--- src/rtl/fifo_stream_reader_if.sv ---
// Output stream bundle for fifo_stream_reader.
// The master drives m_valid/m_data and the slave drives m_ready.
// A word transfers on a clock edge where both m_valid and m_ready are high.
interface fifo_stream_reader_if #(
    parameter int unsigned DATA_WIDTH = 8
) ();
    logic                  m_valid;
    logic                  m_ready;
    logic [DATA_WIDTH-1:0] m_data;

    modport master (
        output m_valid,
        output m_data,
        input  m_ready
    );

    modport slave (
        input  m_valid,
        input  m_data,
        output m_ready
    );
endinterface

--- src/rtl/fifo_stream_reader.sv ---
// Read-side adapter for a simple-DP-RAM FIFO with fixed read latency.
// It issues read strobes only when a buffer slot is guaranteed for the
// returning word. It captures each word LATENCY cycles after its strobe
// and presents the buffered words as a valid/ready stream.
//
// Ports:
//   clk, reset_n    clock and asynchronous active-low reset
//   enable          permits issuing new FIFO reads
//   fifo_empty      FIFO empty flag
//   fifo_read       FIFO read strobe
//   fifo_read_data  FIFO read data, valid LATENCY cycles after the strobe
//   m               output stream (m_valid / m_ready / m_data)
//   buf_count       entries currently held in the output buffer
//   idle            no reads in flight and buffer empty
module fifo_stream_reader #(
    parameter int unsigned  DATA_WIDTH = 8,
    parameter int unsigned  LATENCY    = 1,
    parameter int unsigned  BUF_DEPTH  = LATENCY + 2,
    localparam int unsigned CNT_W      = $clog2(BUF_DEPTH + 1)
) (
    input  logic                  clk,
    input  logic                  reset_n,
    input  logic                  enable,
    input  logic                  fifo_empty,
    output logic                  fifo_read,
    input  logic [DATA_WIDTH-1:0] fifo_read_data,
    fifo_stream_reader_if.master  m,
    output logic [CNT_W-1:0]      buf_count,
    output logic                  idle
);

    localparam int unsigned IDX_W = (BUF_DEPTH > 1) ? $clog2(BUF_DEPTH) : 1;
    localparam int unsigned INF_W = $clog2(LATENCY + 1);
    localparam int unsigned SUM_W = $clog2(LATENCY + BUF_DEPTH + 1);

    typedef enum logic {
        ST_HOLD = 1'b0,
        ST_RUN  = 1'b1
    } state_t;

    state_t                state;
    state_t                state_nxt;
    logic                  active;
    logic [LATENCY-1:0]    tracker;
    logic [INF_W-1:0]      inflight;
    logic                  credit_ok;
    logic                  capture;
    logic                  pop;
    logic [IDX_W-1:0]      wr_idx;
    logic [IDX_W-1:0]      rd_idx;
    logic [DATA_WIDTH-1:0] buf_mem [BUF_DEPTH];

    function automatic logic [IDX_W-1:0] inc_idx(input logic [IDX_W-1:0] idx);
        return (idx == IDX_W'(BUF_DEPTH - 1)) ? '0 : idx + IDX_W'(1);
    endfunction

    // Start-up gate: reads stay off until the first edge after reset release.
    always_ff @(posedge clk or negedge reset_n) begin
        if (!reset_n) begin
            state <= ST_HOLD;
        end else begin
            state <= state_nxt;
        end
    end

    always_comb begin
        state_nxt = state;
        case (state)
            ST_HOLD: state_nxt = ST_RUN;
            default: state_nxt = state;
        endcase
    end

    always_comb begin
        active = 1'b0;
        if (state == ST_RUN) begin
            active = 1'b1;
        end
    end

    // In-flight tracker: one bit per outstanding read, top bit = word arriving now.
    generate
        if (LATENCY == 1) begin : g_trk_one
            always_ff @(posedge clk or negedge reset_n) begin
                if (!reset_n) begin
                    tracker <= '0;
                end else begin
                    tracker <= fifo_read;
                end
            end
        end else begin : g_trk_multi
            always_ff @(posedge clk or negedge reset_n) begin
                if (!reset_n) begin
                    tracker <= '0;
                end else begin
                    tracker <= {tracker[LATENCY-2:0], fifo_read};
                end
            end
        end
    endgenerate

    always_comb begin
        inflight = '0;
        for (int unsigned i = 0; i < LATENCY; i++) begin
            inflight = inflight + INF_W'(tracker[i]);
        end
    end

    // Credit: every outstanding read owns a free slot, so capture never overflows.
    // Deliberately independent of m_ready to keep the strobe path short.
    assign credit_ok = (SUM_W'(inflight) + SUM_W'(buf_count)) < SUM_W'(BUF_DEPTH);
    assign fifo_read = active & enable & ~fifo_empty & credit_ok;

    assign capture = tracker[LATENCY-1];
    assign pop     = m.m_valid & m.m_ready;

    // Circular output buffer with occupancy count.
    always_ff @(posedge clk or negedge reset_n) begin
        if (!reset_n) begin
            wr_idx    <= '0;
            rd_idx    <= '0;
            buf_count <= '0;
            for (int unsigned i = 0; i < BUF_DEPTH; i++) begin
                buf_mem[i] <= '0;
            end
        end else begin
            if (capture) begin
                buf_mem[wr_idx] <= fifo_read_data;
                wr_idx          <= inc_idx(wr_idx);
            end
            if (pop) begin
                rd_idx <= inc_idx(rd_idx);
            end
            case ({capture, pop})
                2'b10:   buf_count <= buf_count + CNT_W'(1);
                2'b01:   buf_count <= buf_count - CNT_W'(1);
                default: buf_count <= buf_count;
            endcase
        end
    end

    assign m.m_valid = (buf_count != '0);
    assign m.m_data  = buf_mem[rd_idx];
    assign idle      = (inflight == '0) && (buf_count == '0);

endmodule

--- src/flat_wrapper.sv ---
// flat-port wrapper written by rule: the top's interface ports become plain ports
module fifo_stream_reader_flat 
#(
    parameter int unsigned  DATA_WIDTH = 8,
    parameter int unsigned  LATENCY    = 1,
    parameter int unsigned  BUF_DEPTH  = LATENCY + 2,
    localparam int unsigned CNT_W      = $clog2(BUF_DEPTH + 1)
)
  (clk, reset_n, enable, fifo_empty, fifo_read, fifo_read_data, buf_count, idle, m_m_valid, m_m_data, m_m_ready);
  fifo_stream_reader_if #(.DATA_WIDTH(DATA_WIDTH)) m_i ();
  input  logic clk;
  input  logic reset_n;
  input  logic enable;
  input  logic fifo_empty;
  output logic fifo_read;
  input  logic [DATA_WIDTH-1:0] fifo_read_data;
  output logic [CNT_W-1:0] buf_count;
  output logic idle;
  output wire logic [$bits(m_i.m_valid)-1:0] m_m_valid;
  output wire logic [$bits(m_i.m_data)-1:0] m_m_data;
  input wire logic [$bits(m_i.m_ready)-1:0] m_m_ready;
  assign m_m_valid = m_i.m_valid;
  assign m_m_data = m_i.m_data;
  assign m_i.m_ready = m_m_ready;
  fifo_stream_reader #(.DATA_WIDTH(DATA_WIDTH), .LATENCY(LATENCY), .BUF_DEPTH(BUF_DEPTH)) u_core (.clk(clk), .reset_n(reset_n), .enable(enable), .fifo_empty(fifo_empty), .fifo_read(fifo_read), .fifo_read_data(fifo_read_data), .m(m_i), .buf_count(buf_count), .idle(idle));
endmodule
--- config.mk ---
export PLATFORM = sky130hd
export DESIGN_NAME = fifo_stream_reader_flat
export DESIGN_NICKNAME = d
export VERILOG_FILES = /design/src/rtl/fifo_stream_reader_if.sv /design/src/rtl/fifo_stream_reader.sv /design/src/flat_wrapper.sv
export SDC_FILE = /design/constraint.sdc
export NUM_CORES = 1
export LEC_CHECK = 0
export ABC_CLOCK_PERIOD_IN_PS = 1900
export CAP_MARGIN = 20
export CORE_MARGIN = 8
export CORE_UTILIZATION = 29
export CTS_CLUSTER_SIZE = 8
export DETAILED_ROUTE_END_ITERATION = 7
export GPL_TIMING_DRIVEN = 0
export PLACE_DENSITY_LB_ADDON = 0.12
export SLEW_MARGIN = 20
export SYNTH_ARGS = -nofsm -noshare
export SYNTH_HDL_FRONTEND = slang
export SYNTH_SLANG_ARGS = --single-unit
--- constraint.sdc ---
create_clock -name clk -period 1.9 [get_ports clk]
set_input_delay 0.38 -clock clk [delete_from_list [all_inputs] [get_ports clk]]
set_output_delay 0.38 -clock clk [all_outputs]
set_load 0.01 [all_outputs]
==> run summary, run 1 <==
* **result of the run** finished with violations
* **failing checks** setup timing
* **placed instance area** 0.001818 sq mm
* **Pwr per Cell Area** 1632 mW/mm^2
* **net total in the final layout** 163
* **# Max-Cap Violations** 0
* **switching share of total power** 0.3164
* **Max Fclk** 506.2 MHz
* **sequential-to-total area share from yosys stat** 0.5489
* **Max Slew Vio Count** 0
* **mean cell area of the mapped netlist** 13.14 sq um
* **DRC violations left** 0
* **peak supply drop** 0.5021 mV
* **Clock Tree Root** sky130_fd_sc_hd__clkbuf_8
* **slew at the pin closest to its max-slew limit** 0.5386 ns
* **number of inserted filler cells in the final layout** 504
* **flip-flop and latch count after synthesis** 32
* **final weighted congestion in routability-driven placement** 0.6643
* **Crit path arrival time** 1.60 ns
* **internal power component** 2226 uW
* **Via Count** 955
* **Clock H-tree levels** 2
* **violation count after the first detailed-routing iteration** 27
* **cell accounting for the most synthesized area** sky130_fd_sc_hd__dfrtp_1
* **hold violation total from the final report** 0
* **combinational share of power** 0.407
* **Final TNS setup** -0.07536 ns
* **number of failing setup endpoints in the final timing report** 1
* **Most Crowded Layer GR** met2
* **Fin Clk Skew** 0.004747 ns
* **number of warnings printed during yosys synthesis** 0
* **drt first pass iters** 4
* **largest net degree at the start of global routing** 29
* **met1 routing resource usage after global routing** 0.1084
* **vias in the first global route** 1018
* **share of Yosys cell area claimed by the top area cell type** 0.5489
* **global-route wire length before repair** 5271 microns
* **headroom to the max-slew limit** 0.6398
* **vertical die dimension** 86.93 microns
* **hpwl dp** 2186 microns
* **final worst slack** -0.07536 ns
* **Worst Setup Path Type** flop to output pin
* **reg2reg start** u_core.buf_count[0]
* **TritonCTS clock tree** yes
* **Final Instance Area** 0.001996 sq mm
* **Hold WC Path Type** input pin to asynchronous set/reset pin
* **number of buffers created by CTS** 5
* **Post-Route WL** 3185 microns
* **via count normalized by instance count** 4.381
* **start point of the critical path** u_core.buf_count[0]
* **area growth from synthesis to layout** 36.79%
* **Final Cycle Share** 1.040
* **relative contribution of the clock network to total power** 0.219
* **starting utilization of the core area** 0.2931
* **net switching power of the design** 1030 uW
* **die area** 0.007556 sq mm
* **initial antenna violation count** 0
* **global-route total usage across every layer** 0.09554
* **Critical Path RT** 1.52 ns
* **Cell variety after synth** 26
* **clock latency on the worst-skew pair** 0.29 ns
* **antenna cells** 0
* **final total power** 3257 uW
* **crit path capture** fifo_read
* **sequential fraction of design power** 0.373
* **shortest period the worst path allows** 1.975 ns
* **startpoint class of the critical path** flop
* **maximum clock path buffer count** 2
* **port buffer count** 25
* **category of the worst setup path capture point** output pin
* **ratio of cells with drive above 1 in the final layout** 0.3514
* **count of nets left with antenna violations after detail routing** 0
* **total nets after synthesis** 127
* **num ports** 26
* **per-cell routed wire length** 14.61 microns
* **met2 layer usage reported by global route** 0.1513
* **depth of the worst register-to-register path** 7
* **leading post-synthesis cells by cell area** sky130_fd_sc_hd__dfrtp_1, sky130_fd_sc_hd__mux2_2, sky130_fd_sc_hd__mux2_4, sky130_fd_sc_hd__mux2i_1, sky130_fd_sc_hd__o21ai_0
* **placeable core area** 0.004977 sq mm
* **number of cell rows** 26
* **horizontal die dimension** 86.93 microns
* **largest driver fanout on the critical path** 3
* **endpoint of the worst-slack reg-to-reg timing path** u_core.buf_count[1]
* **total grt overflow** 0
* **Synth Instances** 111
* **synthesized area** 0.001459 sq mm
* **clock slew at the register clock pins of the worst setup and hold paths** 0.07 ns
* **Setup Slack @ Placement** -0.4937 ns
* **cell leakage power** 0.0008933 uW
* **setup repair after global routing missed its margin** true
* **number of clock sinks seen by CTS** 32
* **FF-to-FF setup slack** 0.24 ns
* **met3 Use GR** 0.03679
## worst min-delay path by stage
stage                             from  slack (ns)  cells past startpoint                   to
floorplan                      reset_n        0.08                      0  u_core.buf_count[0]
global placement    u_core.buf_mem[13]        0.49                      1   u_core.buf_mem[13]
detailed placement             reset_n        0.22                      1  u_core.buf_count[0]
CTS                            reset_n        0.46                      2       u_core.capture
global route                   reset_n        0.49                      2  u_core.buf_count[1]
finish                         reset_n        0.46                      2         u_core.state
## worst max-delay path, stage by stage, from the launching register on
cell and delay (ns):
sky130_fd_sc_hd__dfrtp_2 0.44, sky130_fd_sc_hd__ha_4 0.17, sky130_fd_sc_hd__ha_4 0.21, sky130_fd_sc_hd__a2111oi_4 0.30, sky130_fd_sc_hd__buf_2 0.19
## Yosys cell counts
| cell type | n |
|---|---|
| sky130_fd_sc_hd__dfrtp_1 | 32 |
| sky130_fd_sc_hd__mux2_2 | 16 |
| sky130_fd_sc_hd__o21ai_0 | 11 |
| sky130_fd_sc_hd__nand2_1 | 10 |
| sky130_fd_sc_hd__mux2_4 | 8 |
| sky130_fd_sc_hd__mux2i_1 | 8 |
| sky130_fd_sc_hd__ha_1 | 3 |
| sky130_fd_sc_hd__a21o_1 | 2 |
| sky130_fd_sc_hd__inv_2 | 2 |
| sky130_fd_sc_hd__nor2_1 | 2 |
| sky130_fd_sc_hd__xnor2_1 | 2 |
| sky130_fd_sc_hd__a2111oi_0 | 1 |
| sky130_fd_sc_hd__buf_1 | 1 |
| sky130_fd_sc_hd__buf_2 | 1 |
| sky130_fd_sc_hd__buf_6 | 1 |
| sky130_fd_sc_hd__clkbuf_1 | 1 |
| sky130_fd_sc_hd__conb_1 | 1 |
| sky130_fd_sc_hd__inv_1 | 1 |
| sky130_fd_sc_hd__nand2b_1 | 1 |
| sky130_fd_sc_hd__nand3_1 | 1 |
| sky130_fd_sc_hd__nor2b_1 | 1 |
| sky130_fd_sc_hd__nor3_1 | 1 |
| sky130_fd_sc_hd__nor3_4 | 1 |
| sky130_fd_sc_hd__or2_2 | 1 |
| sky130_fd_sc_hd__or3_1 | 1 |
| sky130_fd_sc_hd__xor2_1 | 1 |
## layer usage
metal / vias up / share of wire / wire, microns
met5: - / 0 / 0
met4: 0 / 0.019 / 59
met3: 7 / 0.061 / 195
met2: 18 / 0.49 / 1545
met1: 471 / 0.43 / 1385
li1: 459 / - / -
## cell type report
type / instances / area [sq um] / share of cell area
Clock inverter: 1 / 30.03 / 0.01505
Inverter: 3 / 11.26 / 0.005643
Timing Repair Buffer: 29 / 262.8 / 0.1317
Clock buffer: 7 / 96.34 / 0.04828
Tap cell: 70 / 87.58 / 0.04389
Buffer: 4 / 38.79 / 0.01944
Sequential cell: 32 / 802.0 / 0.4019
Multi-Input combinational cell: 72 / 666.9 / 0.3342
## repair_timing
item	CTS	global route
endpoints found under the setup margin	11	10
resized for setup	23	16
hold endpoints to repair	4	0
pin swaps	2	0
hold buffers	1	0
buffers inserted	2	0
## logic make-up (layout without fill, tap and decap cells)
group / count (synthesis) / count (layout) / share of synthesized area
multiplexers: 32 / 32 / 0.2607
flip-flops: 32 / 32 / 0.5489
AND/OR/NAND/NOR: 19 / 19 / 0.06605
AO/OA/AOI/OAI: 14 / 14 / 0.05403
buffers and inverters: 7 / 44 / 0.02400
adder cells (fa/ha/maj): 3 / 3 / 0.02573
XOR/XNOR: 3 / 3 / 0.01801
other: 1 / 1 / 0.002570
## stage by stage
| stage | std cells | utilization | hold slack, ns |
|---|---|---|---|
| floorplan | 111 | - | 0.08441 |
| global placement | 206 | 0.3622 | 0.4861 |
| detailed placement | 207 | 0.3653 | 0.2212 |
| CTS | 218 | 0.4012 | 0.4626 |
| global route | 218 | 0.4010 | 0.4869 |
| finish | 218 | 0.4010 | 0.4621 |
## power by group through the flow
stage,logic [uW],registers (uW),clock network [uW]
detailed placement,1380,1230,0
finish,1330,1220,714
CTS,1350,1210,738
global route,1450,1270,772
floorplan,806,1180,0
global placement,1340,1200,0
## state kept, by name, summed over array words and instances (netlist names)
name	count
u_core.rd_idx	2
u_core.capture	1
u_core.buf_mem	24
u_core.wr_idx	2
u_core.buf_count	2
u_core.state	1
## cell usage in the layout, fill, tap and decap left out, drive strengths merged
master,instances
nor2,2
ha,3
xnor2,2
conb,1
nor3,2
nand2,10
dfrtp,32
xor2,1
o21ai,11
a2111oi,1
clkdlybuf4s15,1
bufinv,1
mux2i,8
nand2b,1
dlygate4sd2,5
nand3,1
or3,1
a21o,2
buf,8
or2,1
mux2,24
dlygate4sd1,1
clkdlybuf4s50,13
clkbuf,11
nor2b,1
dlygate4sd3,1
inv,3
No activity file was read; power rests on OpenSTA's default activity.
==> run 2, diff against run 1 <==
Settings changed: CORE_MARGIN 8 to unset.
==> run summary, run 2 (synthesis results as in run 1) <==
* **total grt overflow** 0, unchanged
* **vertical die dimension** 72.93 microns, -16%
* **Max Slew Vio Count** 0, unchanged
* **number of inserted filler cells in the final layout** 466, -7.5%
* **result of the run** finished with violations
* **number of flip-flops under the largest register name** 24, unchanged
* **Fin Clk Skew** 0.007332 ns, +0.002585 ns
* **maximum clock path buffer count** 2, unchanged
* **Clock Tree Root** sky130_fd_sc_hd__clkbuf_8
* **Crit path arrival time** 1.57 ns, -0.03 ns
* **area growth from synthesis to layout** 37.22%
* **start point of the critical path** u_core.buf_count[0]
* **number of buffers created by CTS** 5, unchanged
* **register cell area after layout** 804.5 sq um, +0.31%
* **final worst slack** -0.05490 ns, +0.02046 ns
* **net total in the final layout** 166, +1.8%
* **met3 Use GR** 0.03315, -0.003643
* **drt first pass iters** 4, unchanged
* **DRC violations left** 0, unchanged
* **Most Crowded Layer GR** met2
* **initial antenna violation count** 0, unchanged
* **TritonCTS clock tree** yes
* **startpoint class of the critical path** flop
* **non-filler instance count after layout** 218, unchanged
* **largest register by flop count** u_core.buf_mem
* **share of the core filled with cells** 0.4183, +0.01735
* **final total power** 3156 uW, -3.1%
* **ratio of cells with drive above 1 in the final layout** 0.3642, +0.01289
* **hold violation total from the final report** 0, unchanged
* **Post-Route WL** 3215 microns, +0.94%
* **starting utilization of the core area** 0.3048, +0.01172
* **cell leakage power** 0.0008892 uW, -0.46%
* **met2 layer usage reported by global route** 0.2191, +0.06782
* **Worst Setup Path Type** flop to output pin
* **global-route total usage across every layer** 0.1394, +0.04385
* **Max Fclk** 511.5 MHz, +1.0%
* **Via Count** 973, +1.9%
* **number of cell rows** 25, -3.8%
* **Pwr per Cell Area** 1577 mW/mm^2, -3.4%
* **reg2reg start** u_core.buf_count[0]
* **Clock H-tree levels** 2, unchanged
* **per-cell routed wire length** 14.75 microns, +0.94%
* **largest driver fanout on the critical path** 3, unchanged
* **failing checks** setup timing
* **peak supply drop** 0.6083 mV, +21%
* **headroom to the max-slew limit** 0.6166, -0.02315
* **setup repair after global routing missed its margin** true
* **hpwl dp** 2053 microns, -6.1%
* **global-route wire length before repair** 5340 microns, +1.3%
* **placed instance area** 0.001814 sq mm, -0.21%
* **tightest hold margin** 0.4510 ns, -0.01109 ns
* **Final Instance Area** 0.002002 sq mm, +0.31%
* **met1 routing resource usage after global routing** 0.1790, +0.07066
* **antenna cells** 0, unchanged
* **vias in the first global route** 1074, +5.5%
* **category of the worst setup path capture point** output pin
* **area of the multi-input gates** 666.9 sq um, unchanged
* **clock latency on the worst-skew pair** 0.28 ns, about the same
* **slew at the pin closest to its max-slew limit** 0.5732 ns, +0.03461 ns
* **placeable core area** 0.004786 sq mm, -3.8%
* **shortest period the worst path allows** 1.955 ns, -0.02046 ns
* **final weighted congestion in routability-driven placement** 0.6678, +0.53%
* **# Max-Cap Violations** 0, unchanged
* **total placed cells including tap cells** 204, -1.4%
* **leading cell types in the layout, fill and taps excluded** sky130_fd_sc_hd__dfrtp_1, sky130_fd_sc_hd__mux2_2, sky130_fd_sc_hd__clkdlybuf4s50_1
* **Hold WC Path Type** input pin to asynchronous set/reset pin
* **num ports** 26, unchanged
* **die area** 0.005318 sq mm, -30%
* **most common cell after layout, fill and taps aside** sky130_fd_sc_hd__dfrtp_1
* **number of clock sinks seen by CTS** 32, unchanged
* **Critical Path RT** 1.52 ns, about the same
* **violation count after the first detailed-routing iteration** 34, +26%
* **clock slew at the register clock pins of the worst setup and hold paths** 0.07 ns, about the same
* **Final Cycle Share** 1.029, -0.01077
* **FF-to-FF setup slack** 0.23 ns, about the same
* **via count normalized by instance count** 4.463, +1.9%
* **horizontal die dimension** 72.93 microns, -16%
* **number of failing setup endpoints in the final timing report** 1, unchanged
* **count of nets left with antenna violations after detail routing** 0, unchanged
* **port buffer count** 25, unchanged
* **largest net degree at the start of global routing** 29, unchanged
[run 2: changes by cell type in the layout (fill, tap and decap cells not counted), sizes merged]
cell           previous run  this run
clkdlybuf4s15             1         4
buf                       8        10
clkbuf                   11        13
dlygate4sd2               5         3
bufinv                    1         0
dlygate4sd1               1         0
[run 2: power by group]
group / internal (uW) / switching, uW / leakage, uW
Combinational: 814 / 575 / 0.000465
Sequential: 1010 / 219 / 0.000379
Clock: 295 / 242 / 0.0000455
[run 2: layer usage]
metal,up-vias,share of wire
met4,0,0.013
met5,-,0
li1,466,-
met2,16,0.47
met3,4,0.032
met1,487,0.48
[run 2: worst max-delay path, stage by stage, from the launching register on]
cell and delay (ns):
sky130_fd_sc_hd__dfrtp_2 0.44, sky130_fd_sc_hd__ha_4 0.17, sky130_fd_sc_hd__ha_4 0.21, sky130_fd_sc_hd__a2111oi_4 0.29, sky130_fd_sc_hd__buf_2 0.18
[run 2: layout make-up]
type                    instances  area share
plain buffers                   4     0.01938
clock buffers                   8     0.04500
inverters                       3    0.005625
multi-input cells              72      0.3331
flip-flops and latches         32      0.4019
well taps                      67     0.04187
repair buffers                 32      0.1531
[run 2: through the flow]
| stage | setup TNS (ns) | worst slack [ns] |
|---|---|---|
| floorplan | 0 | 0.07737 |
| global placement | -8.169 | -0.4037 |
| detailed placement | -1.293 | -0.4191 |
| CTS | -0.1520 | -0.1520 |
| global route | -0.1164 | -0.1040 |
| finish | -0.05490 | -0.05490 |
[run 2: worst paths after layout]
path | cells after the start | end
setup / recovery | 4 | fifo_read
hold / removal | 2 | u_core.buf_count[1]
setup reg to reg | 6 | u_core.buf_count[1]
hold reg to reg | 1 | u_core.buf_mem[21]
max in group asynchronous | 3 | u_core.rd_idx[0]
min in group clk | 1 | u_core.buf_mem[21]
[run 2: repair_timing]
action                                  CTS  global route
resized for setup                        22            16
endpoints found under the setup margin   11            10
endpoints found under the hold margin     4             0
setup buffers                             1             3
pin swaps                                 0             2
cloned                                    0             1
hold buffers                              1             0
==> run 3, diff against run 2 <==
Settings changed: ABC_AREA set to 1, SKIP_LAST_GASP set to 1.
==> run summary, run 3 <==
* **Cell variety after synth** 15, -42%
* **maximum clock path buffer count** 2, unchanged
* **most frequent cells after synthesis** sky130_fd_sc_hd__nand2_1, sky130_fd_sc_hd__dfrtp_1, sky130_fd_sc_hd__o21ai_2
* **cell family with the largest share of critical-path delay** flip-flops
* **total nets after synthesis** 180, +42%
* **Post-Route WL** 3546 microns, +10%
* **cell leakage power** 0.001008 uW, +13%
* **largest driver fanout on the critical path** 2, -1
* **crit path buf inv count** 1, unchanged
* **vertical die dimension** 74.76 microns, +2.5%
* **result of the run** finished clean
* **startpoint class of the critical path** flop
* **starting utilization of the core area** 0.3006, -0.004249
* **die area** 0.005589 sq mm, +5.1%
* **category of the worst setup path capture point** output pin
* **number of failing setup endpoints in the final timing report** 0, -1
* **# Max-Cap Violations** 0, unchanged
* **leading post-synthesis cells by cell area** sky130_fd_sc_hd__dfrtp_1, sky130_fd_sc_hd__nand2_1, sky130_fd_sc_hd__o21ai_2, sky130_fd_sc_hd__inv_1, sky130_fd_sc_hd__nand3_4
* **placeable core area** 0.005107 sq mm, +6.7%
* **Max Fclk** 534.4 MHz, +4.5%
* **number of enable-type register cells in the synthesized netlist** 0, unchanged
* **non-filler instance count after layout** 275, +26%
* **Hold WC Path Type** flop to flop
* **chain of cells forming the critical path** ha_4 -> ha_1 -> nor2_1 -> nand3_1 -> a21oi_2 -> buf_2
* **share of synthesized flip-flops with an asynchronous set or reset** 1.000, unchanged
* **setup repair after global routing missed its margin** true
* **initial antenna violation count** 0, unchanged
* **number of buffers created by CTS** 5, unchanged
* **total placed cells including tap cells** 260, +27%
* **Final Cycle Share** 0.9849, -0.04398
* **shortest period the worst path allows** 1.871 ns, -0.08357 ns
* **final weighted congestion in routability-driven placement** 0.7421, +11%
* **number of cell rows** 26, +4.0%
* **ratio of cells with drive above 1 in the final layout** 0.3024, -0.06180
* **sequential-to-total area share from yosys stat** 0.5216, -0.02729
* **DRC violations left** 0, unchanged
* **synthesized area** 0.001535 sq mm, +5.2%
* **drt first pass iters** 4, unchanged
* **Clock Tree Root** sky130_fd_sc_hd__clkbuf_8
* **Max Slew Vio Count** 0, unchanged
* **Crit path arrival time** 1.49 ns, -0.08 ns
* **Fin Clk Skew** 0.004121 ns, -0.003211 ns
* **leading cell types in the layout, fill and taps excluded** sky130_fd_sc_hd__nand2_1, sky130_fd_sc_hd__dfrtp_1, sky130_fd_sc_hd__o21ai_2
* **global-route total usage across every layer** 0.1514, +0.01205
* **Synth Instances** 164, +48%
* **number of warnings printed during yosys synthesis** 0, unchanged
* **number of flip-flops under the largest register name** 24, unchanged
* **global-route wire length before repair** 6078 microns, +14%
* **clock latency on the worst-skew pair** 0.28 ns, about the same
* **num ports** 26, unchanged
* **most common cell after layout, fill and taps aside** sky130_fd_sc_hd__nand2_1
* **hold violation total from the final report** 0, unchanged
* **clock slew at the register clock pins of the worst setup and hold paths** 0.07 ns, about the same
* **horizontal die dimension** 74.76 microns, +2.5%
* **Via Count** 1218, +25%
* **final worst slack** 0.02867 ns, +0.08357 ns
* **final total power** 3334 uW, +5.6%
* **flip-flop and latch count after synthesis** 32, unchanged
* **worst stage delay on the critical path** 0.42 ns, -0.02 ns
* **per-cell routed wire length** 12.89 microns, -13%
* **Critical Path RT** 1.52 ns, about the same
* **via count normalized by instance count** 4.429, -0.77%
* **number of clock sinks seen by CTS** 32, unchanged
* **net total in the final layout** 221, +33%
* **tightest hold margin** 0.4847 ns, +0.03373 ns
* **TritonCTS clock tree** yes
* **violation count after the first detailed-routing iteration** 60, +76%
* **Final TNS setup** 0 ns, +0.05490 ns
* **slowest library cell on the worst path** sky130_fd_sc_hd__dfrtp_2
* **Worst Setup Path Type** flop to output pin
* **Setup Slack @ Placement** -0.3145 ns, +0.1046 ns
* **antenna cells** 0, unchanged
* **total grt overflow** 0, unchanged
* **commonest register cell after synthesis** sky130_fd_sc_hd__dfrtp_1
* **largest register by flop count** u_core.buf_mem
* **vias in the first global route** 1224, +14%
* **largest net degree at the start of global routing** 26, -10%
* **number of inserted filler cells in the final layout** 514, +10%
* **mean cell area of the mapped netlist** 9.361 sq um, -29%
* **area growth from synthesis to layout** 36.67%
* **count of nets left with antenna violations after detail routing** 0, unchanged
* **Clock H-tree levels** 2, unchanged
* **share of Yosys cell area claimed by the top area cell type** 0.5216, -0.02729
* **peak supply drop** 0.5598 mV, -8.0%
* **port buffer count** 25, unchanged
* **Pwr per Cell Area** 1589 mW/mm^2, +0.79%
* **most used standard cell by instance count after synthesis** sky130_fd_sc_hd__nand2_1
* **cell accounting for the most synthesized area** sky130_fd_sc_hd__dfrtp_1
* **hpwl dp** 2413 microns, +18%
run 3: final cells by class:
class	count	area [sq um]	share of cell area
inverter	18	67.56	0.03220
timing repair buffer	34	336.6	0.1604
buffer	3	33.78	0.01610
multi-input combinational	111	671.9	0.3202
sequential	32	804.5	0.3834
tap	70	87.58	0.04174
clock buffer	7	96.34	0.04592
run 3: kinds of logic after synthesis:
| logic type | count (synthesis) | synth area share |
|---|---|---|
| AND/OR/NAND/NOR | 79 | 0.2331 |
| adder cells (fa/ha/maj) | 3 | 0.02445 |
| flip-flops | 32 | 0.5216 |
| AO/OA/AOI/OAI | 27 | 0.1467 |
| XOR/XNOR | 1 | 0.005706 |
| buffers and inverters | 21 | 0.06601 |
| other | 1 | 0.002443 |
run 3: report_power, final:
group,internal (uW),switching (uW),leakage [uW],total (uW)
Sequential,1000,219,0.000375,1220
Clock,322,243,0.0000503,565
Combinational,752,795,0.000583,1550
Total,2080,1260,0.00101,3330
run 3: repair_timing:
item,4_1_cts,5_1_grt
resized for setup,19,20
hold buffers,1,0
pin swaps,3,3
hold endpoints to repair,7,0
gates cloned,0,0
buffers inserted,6,1
setup endpoints to repair,10,10
run 3: final timing paths:
check	startpoint	endpoint	slack [ns]	depth (start not counted)
min in group asynchronous	reset_n	u_core.buf_mem[15]	0.49	2
worst min register to register	u_core.buf_mem[5]	u_core.buf_mem[5]	0.48	2
worst min-delay path	u_core.buf_mem[5]	u_core.buf_mem[5]	0.48	2
worst max-delay path	u_core.capture	fifo_read	0.03	6
max in group asynchronous	reset_n	u_core.capture	0.99	3
worst max register to register	u_core.buf_count[0]	u_core.buf_count[1]	0.30	10
run 3: worst reg2reg max path, cell delays in order (launching register included):
cell                      delay (ns)
sky130_fd_sc_hd__dfrtp_1        0.41
sky130_fd_sc_hd__buf_4          0.16
sky130_fd_sc_hd__inv_1          0.07
sky130_fd_sc_hd__nand2_1        0.08
sky130_fd_sc_hd__nand2_1        0.10
sky130_fd_sc_hd__inv_1          0.08
sky130_fd_sc_hd__ha_1           0.33
sky130_fd_sc_hd__inv_1          0.08
sky130_fd_sc_hd__nand3_1        0.07
sky130_fd_sc_hd__nand2_1        0.06
sky130_fd_sc_hd__nand2_1        0.05
run 3: stage by stage:
stage | cell area, sq um | util
after floorplan | 1535 | -
after global placement | 1873 | 0.3667
after detailed placement | 1888 | 0.3697
after CTS | 2091 | 0.4094
after global routing | 2098 | 0.4108
final | 2098 | 0.4108
run 3: per-layer routing:
layer / vias up / part of all wire / GRT usage
li1: 605 / - / -
met1: 592 / 0.47 / 0.2022
met2: 17 / 0.49 / 0.2392
met3: 4 / 0.027 / 0.04016
met4: 0 / 0.0082 / 0.05031
met5: - / 0 / 0
==> variant, RTL diff (flow settings as in run 3) <==
`DATA_WIDTH` is set to 8 in 3 places; all go to 12.
--- a/src/rtl/fifo_stream_reader_if.sv
+++ b/src/rtl/fifo_stream_reader_if.sv
@@ -2,7 +2,7 @@
 // The master drives m_valid/m_data and the slave drives m_ready.
 // A word transfers on a clock edge where both m_valid and m_ready are high.
 interface fifo_stream_reader_if #(
-    parameter int unsigned DATA_WIDTH = 8
+    parameter int unsigned DATA_WIDTH = 12
 ) ();
     logic                  m_valid;
     logic                  m_ready;
--- a/src/rtl/fifo_stream_reader.sv
+++ b/src/rtl/fifo_stream_reader.sv
@@ -13,7 +13,7 @@
 //   buf_count       entries currently held in the output buffer
 //   idle            no reads in flight and buffer empty
 module fifo_stream_reader #(
-    parameter int unsigned  DATA_WIDTH = 8,
+    parameter int unsigned  DATA_WIDTH = 12,
     parameter int unsigned  LATENCY    = 1,
     parameter int unsigned  BUF_DEPTH  = LATENCY + 2,
     localparam int unsigned CNT_W      = $clog2(BUF_DEPTH + 1)
--- a/src/flat_wrapper.sv
+++ b/src/flat_wrapper.sv
@@ -1,7 +1,7 @@
 // flat-port wrapper written by rule: the top's interface ports become plain ports
 module fifo_stream_reader_flat 
 #(
-    parameter int unsigned  DATA_WIDTH = 8,
+    parameter int unsigned  DATA_WIDTH = 12,
     parameter int unsigned  LATENCY    = 1,
     parameter int unsigned  BUF_DEPTH  = LATENCY + 2,
     localparam int unsigned CNT_W      = $clog2(BUF_DEPTH + 1)
Ports: changed (resized fifo_read_data and m_m_data); port bits go from 26 to 34. No check against the original RTL was run, so the function may have changed too.
==> variant against run 3 <==
- setup slack got worse by 0.020 ns
- clock skew rose by 0.0042 ns
- area after synthesis rose by 39%
- power rose by 45%
- routed wire length rose by 46%
- via count rose by 35%
- final area rose by 42%
- sequential cell count rose by 12
- critical endpoint is now m_m_data[7]
==> variant: results (changes against run 3) <==
Hold path
  • Min-Delay Path Class: primary input to async pin

Place
  • Dpl hpwl: 3.24 mm (+34%)
  • RD Place Congestion: 0.683 (-8.0%)
  • Placed inst area: 2590 um^2 (+37%)
  • Buffers on Ports: 33 (+32%)
  • Placed Cells: 356 (+37%)

Synthesis
  • Post-synth cell types: 16 (+1)
  • Register area share after synthesis: 0.518 (-0.00395)
  • Synth top area cells: dfrtp_1 (52%), o21ai_2 (15%), nand2_1 (14%), inv_1 (3.9%), nand3_1 (3.3%)
  • Avg Inst Size Synth: 9.41 um^2 (+0.54%)
  • Syn_nets: 246 (+37%)

Route
  • 1st-iter DRT viols: 48 (-20%)
  • First-pass detailed-route iteration total: 4 (unchanged)
  • DR WL/cell: 13.5 um (+5.0%)
  • Via density: 4.31 (-2.6%)

Power
  • Worst IR drop on VDD: 0.000541 V (-3.4%)
  • Leakage: 1.46 nW (+45%)

GRT
  • Vias in the first global route: 1639 (+34%)
  • Largest net degree at the start of global routing: 27 (+3.8%)
  • Met1 usage: 0.194 (-0.00808)
  • Global Route Usage Sum: 0.151 (-0.000256)
  • Met3 Use GR: 0.0264 (-0.0138)
  • First-pass GRT wire length: 8.33 mm (+37%)
  • Grt met2 use: 0.249 (+0.00934)

Clock tree
  • Worst-skew pair later-pin latency: 0.30 ns (+0.02 ns)

Finish
  • Nets@finish: 305 (+38%)
  • Layout cells sized above 1: 0.414 (+0.112)
  • Fill count: 695 (+35%)
  • Max reg flops: 36 (+50%)
  • Final cell count without fillers: 381 (+39%)

Status
  • Status: finished clean

Worst setup path
  • FF-to-FF setup slack: 0.33 ns (+0.03 ns)
  • Critical Path AT: 1.51 ns (+0.02 ns)
  • Worst path max stage delay: 0.44 ns (+0.02 ns)

STA
  • Final Skew: 0.00827 ns (+0.00415 ns)
## variant: where the power goes
group / switching [W] / total, W / leakage, nW / internal [W]
combinational: 0.00122 / 0.00257 / 0.905 / 0.00135
clock: 0.000318 / 0.000568 / 0.0410 / 0.000251
sequential: 0.000305 / 0.00169 / 0.514 / 0.00138
## variant: area by class of cell
cell class,count,area (um^2),share of cell area
sequential,44,1100,0.372
multi-input combinational,151,967,0.326
timing repair buffer,53,523,0.176
tap,96,120,0.0405
buffer,8,93.8,0.0316
inverter,22,82.6,0.0278
clock buffer,6,72.6,0.0244
clock inverter,1,5.00,0.00169
## variant: metal layers
| layer | share of wire | routed length [um] |
|---|---|---|
| met5 | 0 | 0 |
| met4 | 0.014 | 72 |
| met3 | 0.029 | 151 |
| met2 | 0.48 | 2480 |
| met1 | 0.48 | 2460 |
## variant: worst max-delay path by stage
stage / startpoint / end / slack, ns / cells after the start
2_1_floorplan: u_core.capture / fifo_read / 0.27 / 5
3_3_place_gp: reset_n / u_core.buf_mem[28] / -0.96 / 1
3_5_place_dp: u_core.capture / fifo_read / -0.32 / 6
4_1_cts: u_core.buf_count[0] / fifo_read / -0.17 / 6
5_1_grt: u_core.capture / fifo_read / -0.08 / 6
6_report: u_core.rd_idx[1] / m_m_data[7] / 0.009 / 7
## variant: timing repair
item | 4_1_cts | 5_1_grt
buffers inserted | 15 | 3
resized for setup | 65 | 39
pin swaps | 4 | 14
cloned | 1 | 0
endpoints found under the setup margin | 14 | 14
## variant: cell families after synthesis
group | share of synthesized area
buffers and inverters | 0.0776
AO/OA/AOI/OAI | 0.155
AND/OR/NAND/NOR | 0.226
adder cells (fa/ha/maj) | 0.0176
flip-flops | 0.518
XOR/XNOR | 0.00412
other | 0.00176
## variant: critical path: cells and delay by family (launching register included)
| kind | cells | cell delay [ns] |
|---|---|---|
| buffers and inverters | 4 | 0.49 |
| flip-flops | 1 | 0.44 |
| AND/OR/NAND/NOR | 3 | 0.29 |
## variant: per-stage QoR
stage / setup WS (ns) / total power, W / hold slack (ns)
after floorplan: 0.267 / 0.00285 / 0.0844
after global placement: -0.961 / 0.00369 / 0.465
after detailed placement: -0.324 / 0.00372 / 0.371
after CTS: -0.165 / 0.00457 / 0.0424
after global routing: -0.0783 / 0.00522 / 0.0517
final: 0.00913 / 0.00482 / 0.0255
